--- src/rtl/register_file.sv ---
// register_file: Y86-64 architectural register file for the SEQ core.
// Two combinational read ports (valA/valB) plus a debug read port, and two
// write ports (E and M) committed at the rising clock edge.
// Register ID 4'hF is the null register: it reads as zero and never writes.
// When both write ports target the same register, the M port wins (popq %rsp).
// Optional build macro: REGFILE_BYPASS_EN
//   Defined   -> reads forward a write that is pending this cycle, with the
//                M port taking priority over the E port. Intended for a
//                pipelined core.
//   Undefined -> reads return the stored array value only. A register written
//                this cycle shows its new value after the edge.
module register_file #(
  parameter int         DATA_W = 64,
  parameter int         NREGS  = 15,
  parameter logic [3:0] RNONE  = 4'hF
) (
  input  logic              clk,
  input  logic              reset,
  input  logic              wr_en,
  input  logic [3:0]        srcA,
  input  logic [3:0]        srcB,
  input  logic [3:0]        dstE,
  input  logic [3:0]        dstM,
  input  logic [DATA_W-1:0] valE,
  input  logic [DATA_W-1:0] valM,
  output logic [DATA_W-1:0] valA,
  output logic [DATA_W-1:0] valB,
  input  logic [3:0]        dbg_sel,
  output logic [DATA_W-1:0] dbg_val
);

  logic [DATA_W-1:0] regs_q [NREGS];
  logic [DATA_W-1:0] regs_d [NREGS];

  // Select one stored register by ID. The null ID and any ID with no
  // matching register both read as zero.
  function automatic logic [DATA_W-1:0] array_read(input logic [3:0] id);
    logic [DATA_W-1:0] r;
    r = '0;
    for (int i = 0; i < NREGS; i++) begin
      if (id != RNONE && id == 4'(i)) begin
        r = regs_q[i];
      end
    end
    return r;
  endfunction

`ifdef REGFILE_BYPASS_EN
  // Forward a write that commits at the coming edge. Reset and wr_en gate
  // the write, so they gate the forwarding as well.
  function automatic logic [DATA_W-1:0] read_port(input logic [3:0] id);
    logic [DATA_W-1:0] r;
    r = array_read(id);
    if (!reset && wr_en && id != RNONE) begin
      if (dstM == id) begin
        r = valM;
      end else if (dstE == id) begin
        r = valE;
      end
    end
    return r;
  endfunction
`else
  // Plain array read with no forwarding. This matches single-cycle SEQ timing.
  function automatic logic [DATA_W-1:0] read_port(input logic [3:0] id);
    return array_read(id);
  endfunction
`endif

  // Next-state value of every register. The M write is applied after the
  // E write, so M wins when both ports target the same register.
  always_comb begin
    for (int i = 0; i < NREGS; i++) begin
      regs_d[i] = regs_q[i];
      if (wr_en) begin
        if (dstE != RNONE && dstE == 4'(i)) begin
          regs_d[i] = valE;
        end
        if (dstM != RNONE && dstM == 4'(i)) begin
          regs_d[i] = valM;
        end
      end
    end
  end

  // Register array update. A synchronous reset clears every register and
  // drops any write from the same cycle.
  always_ff @(posedge clk) begin
    for (int i = 0; i < NREGS; i++) begin
      if (reset) begin
        regs_q[i] <= '0;
      end else begin
        regs_q[i] <= regs_d[i];
      end
    end
  end

  // Combinational read ports, including the debug port.
  always_comb begin
    valA    = read_port(srcA);
    valB    = read_port(srcB);
    dbg_val = read_port(dbg_sel);
  end

endmodule

--- config.mk ---
export PLATFORM = sky130hd
export DESIGN_NAME = register_file
export DESIGN_NICKNAME = d
export VERILOG_FILES = /design/src/rtl/register_file.sv
export SDC_FILE = /design/constraint.sdc
export NUM_CORES = 2
export LEC_CHECK = 0
export ABC_AREA = 1
export BUFFER_PORTS_ARGS = -buffer_cell sky130_fd_sc_hd__buf_2
export CELL_PAD_IN_SITES_DETAIL_PLACEMENT = 2
export CELL_PAD_IN_SITES_GLOBAL_PLACEMENT = 2
export CORE_MARGIN = 10
export CORE_UTILIZATION = 34
export DETAILED_ROUTE_END_ITERATION = 8
export PLACE_DENSITY = 0.86
export SLEW_MARGIN = 10
export SYNTH_ARGS = -nofsm -noshare
export SYNTH_HDL_FRONTEND = slang
export SYNTH_SLANG_ARGS = --single-unit
--- constraint.sdc ---
create_clock -name clk -period 2.05 [get_ports clk]
set_input_delay 0.205 -clock clk [delete_from_list [all_inputs] [get_ports clk]]
set_output_delay 0.205 -clock clk [all_outputs]
set_load 0.02 [all_outputs]
==> impl_metrics.ini, run 1 <==
[synth]
avgSynthCellArea_um2 = 6.07
yosysWarnings = 0
ys_ff_latch = 960
syn_nets = 10700
ys_seq_area_frac = 0.301
syn_inst = 10500
netlist_area_mm2 = 0.0638
synth_cell_types = 25

[floorplan]
die_x_um = 453
start_util = 0.343
die-height_um = 453
rows = 158
boundaryPins = 343

[clock_tree]
clock-sinks = 960
cts_resized = 1923
clk_path_buf_depth = 3
htreeDepth = 3
numCtsBuffers = 120
cts_setup_buffers = 66
holdBufCountCts = 11
cts-root-buf = clkbuf_16

[outcome]
failing_step = 4_1_cts
status = aborted with a tool error
first-error = [ERROR DPL-0033] detailed placement checks failed during check placement.

[placed_design]
dpl.hpwl_mm = 360
port_buffers = 342
placed_area_mm2 = 0.0763
routabilityCongestion = 1.00
-- cell families after synthesis --
group	synth area share
AOI/OAI and AO/OA	0.174
buffers and inverters	0.0945
DFF	0.301
and+or+nand+nor	0.430
-- metrics by stage --
step                      utilization  hold slack (ns)  cells  setup WS (ns)
after floorplan                     -            0.398  10500          0.235
after global placement          0.410            0.468  13300         -0.937
after detailed placement        0.410            0.505  13300          -1.03
-- Yosys cell counts --
master    count  area [µm²]
a211oi_2     10         125
o22ai_1       1        6.26
clkinv_1      3        11.3
or2_2        40         250
nor3_1      668        3340
nor2_2       17         106
nand2_1    2011        7550
nand4_1     534        3340
a211oi_1   1242        9320
o21ai_0      91         455
nor2_4        1        11.3
a21oi_1     219        1100
clkbuf_1    799        3000
buf_1        56         210
buf_6         2        22.5
or2_0         8        50.1
nor2_1     2368        8890
nand3_1     780        3900
buf_2       146         731
buf_4         7        52.6
inv_1       505        1900
a21oi_2       4        35.0
dfxtp_1     960       19200
a21oi_4       3        48.8
inv_2        28         105
==> run 2: changes to the inputs <==
--- a/config.mk
+++ b/config.mk
@@ -7,12 +7,10 @@
 export LEC_CHECK = 0
 export ABC_AREA = 1
 export BUFFER_PORTS_ARGS = -buffer_cell sky130_fd_sc_hd__buf_2
-export CELL_PAD_IN_SITES_DETAIL_PLACEMENT = 2
-export CELL_PAD_IN_SITES_GLOBAL_PLACEMENT = 2
 export CORE_MARGIN = 10
-export CORE_UTILIZATION = 34
+export CORE_UTILIZATION = 20
 export DETAILED_ROUTE_END_ITERATION = 8
-export PLACE_DENSITY = 0.86
+export PLACE_DENSITY_LB_ADDON = 0.15
 export SLEW_MARGIN = 10
 export SYNTH_ARGS = -nofsm -noshare
 export SYNTH_HDL_FRONTEND = slang
==> impl_metrics.ini, run 2 <==
[cells_and_area]
largest-register = regs_q
drive_gt1_frac = 0.270
layout_common_cells = 2114 x nor2_1, 1757 x nand2_1, 1242 x a211oi_1
synthToLayoutAreaGrowth_pct = 44.1
post-route-util = 0.289
largest_reg_flops = 960
seqCellArea_mm2 = 0.0197
fin_cells = 15500
nets = 11300
final_common_cell = nor2_1
fillCellCount = 34400
largest_registers = regs_q: 960 flops
multiInputGateArea_mm2 = 0.0445

[sta]
hold_ws_ns = 0.0465
setup_viol = 192
layout_setup_ws_ns = -1.08
rsz0062_at_grt = yes
relSlewSlack = 0.502
tightest_slew_ns = 0.747
final_hold_viol_count = 0
slew_viol_final = 0
fin_crit_ns = 3.13
setup-tns-final_ns = -146.87
timing.fmax_mhz = 319
fin_crit_sh = 1.53
finClkSkew_ns = 0

[synth]
async_reset_ff_frac = 0
synth.area.top_cells = dfxtp_1 30%, a211oi_1 15%, nor2_1 14%, nand2_1 12%, nand3_1 6.1%
syn_inst = 10500
syn_nets = 10700
synth.top_cells.by_count = 2368 x nor2_1, 2011 x nand2_1, 1242 x a211oi_1
yosysWarnings = 0
ys_seq_area_frac = 0.301
synth-edff-count = 0
synth_cell_types = 25
synth_top_area_share = 0.301
synth_ff_type = dfxtp_1
netlist_area_mm2 = 0.0638
ys_ff_latch = 960
synth_top_area_cell = dfxtp_1
avgSynthCellArea_um2 = 6.07
synthMostInstantiatedCell = nor2_1

[routing]
routed_wl_mm = 435
wire_per_inst_um = 28.1
drc = 0
ant_nets = 0
vias_per_cell = 5.30
vias = 81900
dr.pass1.iters = 8
first_iter_violations = 9764

[clock_tree]
clock_latency_ns = 0.83
htreeDepth = 4
clock-sinks = 960
numCtsBuffers = 142
clk_path_buf_depth = 4
cts_tree = done
clkSlewWorstSetupHoldPaths_ns = 0.06
cts-root-buf = clkbuf_16

[placed_design]
port_buffers = 342
routabilityCongestion = 0.926
dpl.hpwl_mm = 318
dp_cells = 15100

[floorplan]
rows = 207
start_util = 0.201
core_region_area_mm2 = 0.318
boundaryPins = 343
die-height_um = 585
die_x_um = 585
die-area_mm2 = 0.342

[grt]
grt_max_degree = 88
grt_pass1_wl_mm = 602
overflow = 0
antenna_found_initial = 42
grt_use_total = 0.240
grt_pass1_vias = 74900

[worst_setup_path]
crit_slowest_cell = dfxtp_4
reg2reg_slack_ns = 1.13
worstPathRequired_ns = 1.85
cp_common_cell = nand4_1
worstRegToRegCells = 3
endpoint_kind = output port
path_cells = nand3_1 -> nand3_1 -> nor2_1 -> buf_4 -> nand4_1 -> nand2_2 -> nand4_1 -> nor2_1 -> nand4_1 -> buf_2
critPathLaunchType = register
critPathCapture = valA[63]
cp-startpoint = regs_q[0][191]
path_max_fanout = 4
reg2reg_from = regs_q[0][167]
crit_path_max_incr_delay_ns = 0.37
crit_type = register to output port
reg2reg_to = regs_q[0][167]
cp.arrival_ns = 2.93

[hold_path]
hold_path.class = input pin to register
min-delay-start = valM[58]

[power]
p_leak_nw = 33.8
powerDensity_mw_per_mm2 = 612
vdd_drop_max_mv = 0.518

[outcome]
status = finished, violations left
violations = setup timing

[run]
cap_violations = 0
[run 2: cell counts after synthesis]
Identical to the previous run, type by type.
[run 2: metal layers]
metal	track usage	part of all wire
met1	0.363	0.47
met2	0.345	0.41
met4	0.0682	0.032
met3	0.0383	0.087
met5	0	0.000037
[run 2: logic make-up after synthesis]
logic type	after synthesis	share of synthesized area
simple gates	6427	0.430
buf+inv	1546	0.0945
compound gates	1570	0.174
flops	960	0.301
[run 2: cell type report]
class	count	share of cell area
clock inverters	13	0.00188
inverters	536	0.0222
repair buffers	1531	0.175
well taps	4180	0.0569
flip-flops and latches	960	0.214
clock buffers	220	0.0461
multi-input cells	7997	0.484
diodes	21	0.000572
[run 2: worst max-delay path: cells and delay by family, from the launching register on]
family,cells,cell delay [ns]
AND/OR/NAND/NOR,8,1.38
flip-flops,1,0.37
buffers and inverters,2,0.34
[run 2: how the worst min path moves through the flow]
stage / end / cells past startpoint
finish: regs_q[2][186] / 6
CTS: regs_q[1][174] / 3
detailed placement: regs_q[0][225] / 2
floorplan: regs_q[0][11] / 2
global route: regs_q[2][161] / 3
global placement: regs_q[0][205] / 2
[run 2: timing repair]
action	4_1_cts	5_1_grt
pin swaps	696	927
gates cloned	1	2
resized for setup	1309	633
endpoints found under the setup margin	192	192
endpoints found under the hold margin	207	0
hold buffers	42	0
setup buffers	37	15
[run 2: report_power, final]
group | leakage [nW] | switching (W) | internal, W
Combinational | 23.8 | 0.00757 | 0.00352
Sequential | 7.92 | 0.000786 | 0.0194
Clock | 2.17 | 0.0104 | 0.0146
Total | 33.8 | 0.0188 | 0.0375
[run 2: through the flow]
stage	power [W]	setup WS [ns]	cell area [µm²]
floorplan	0.0246	0.235	63800
global route	0.0577	-1.16	91900
CTS	0.0561	-1.06	89100
finish	0.0563	-1.08	91900
detailed placement	0.0303	-0.884	79500
global placement	0.0302	-0.927	79500
(Power assumes the default switching activity.)
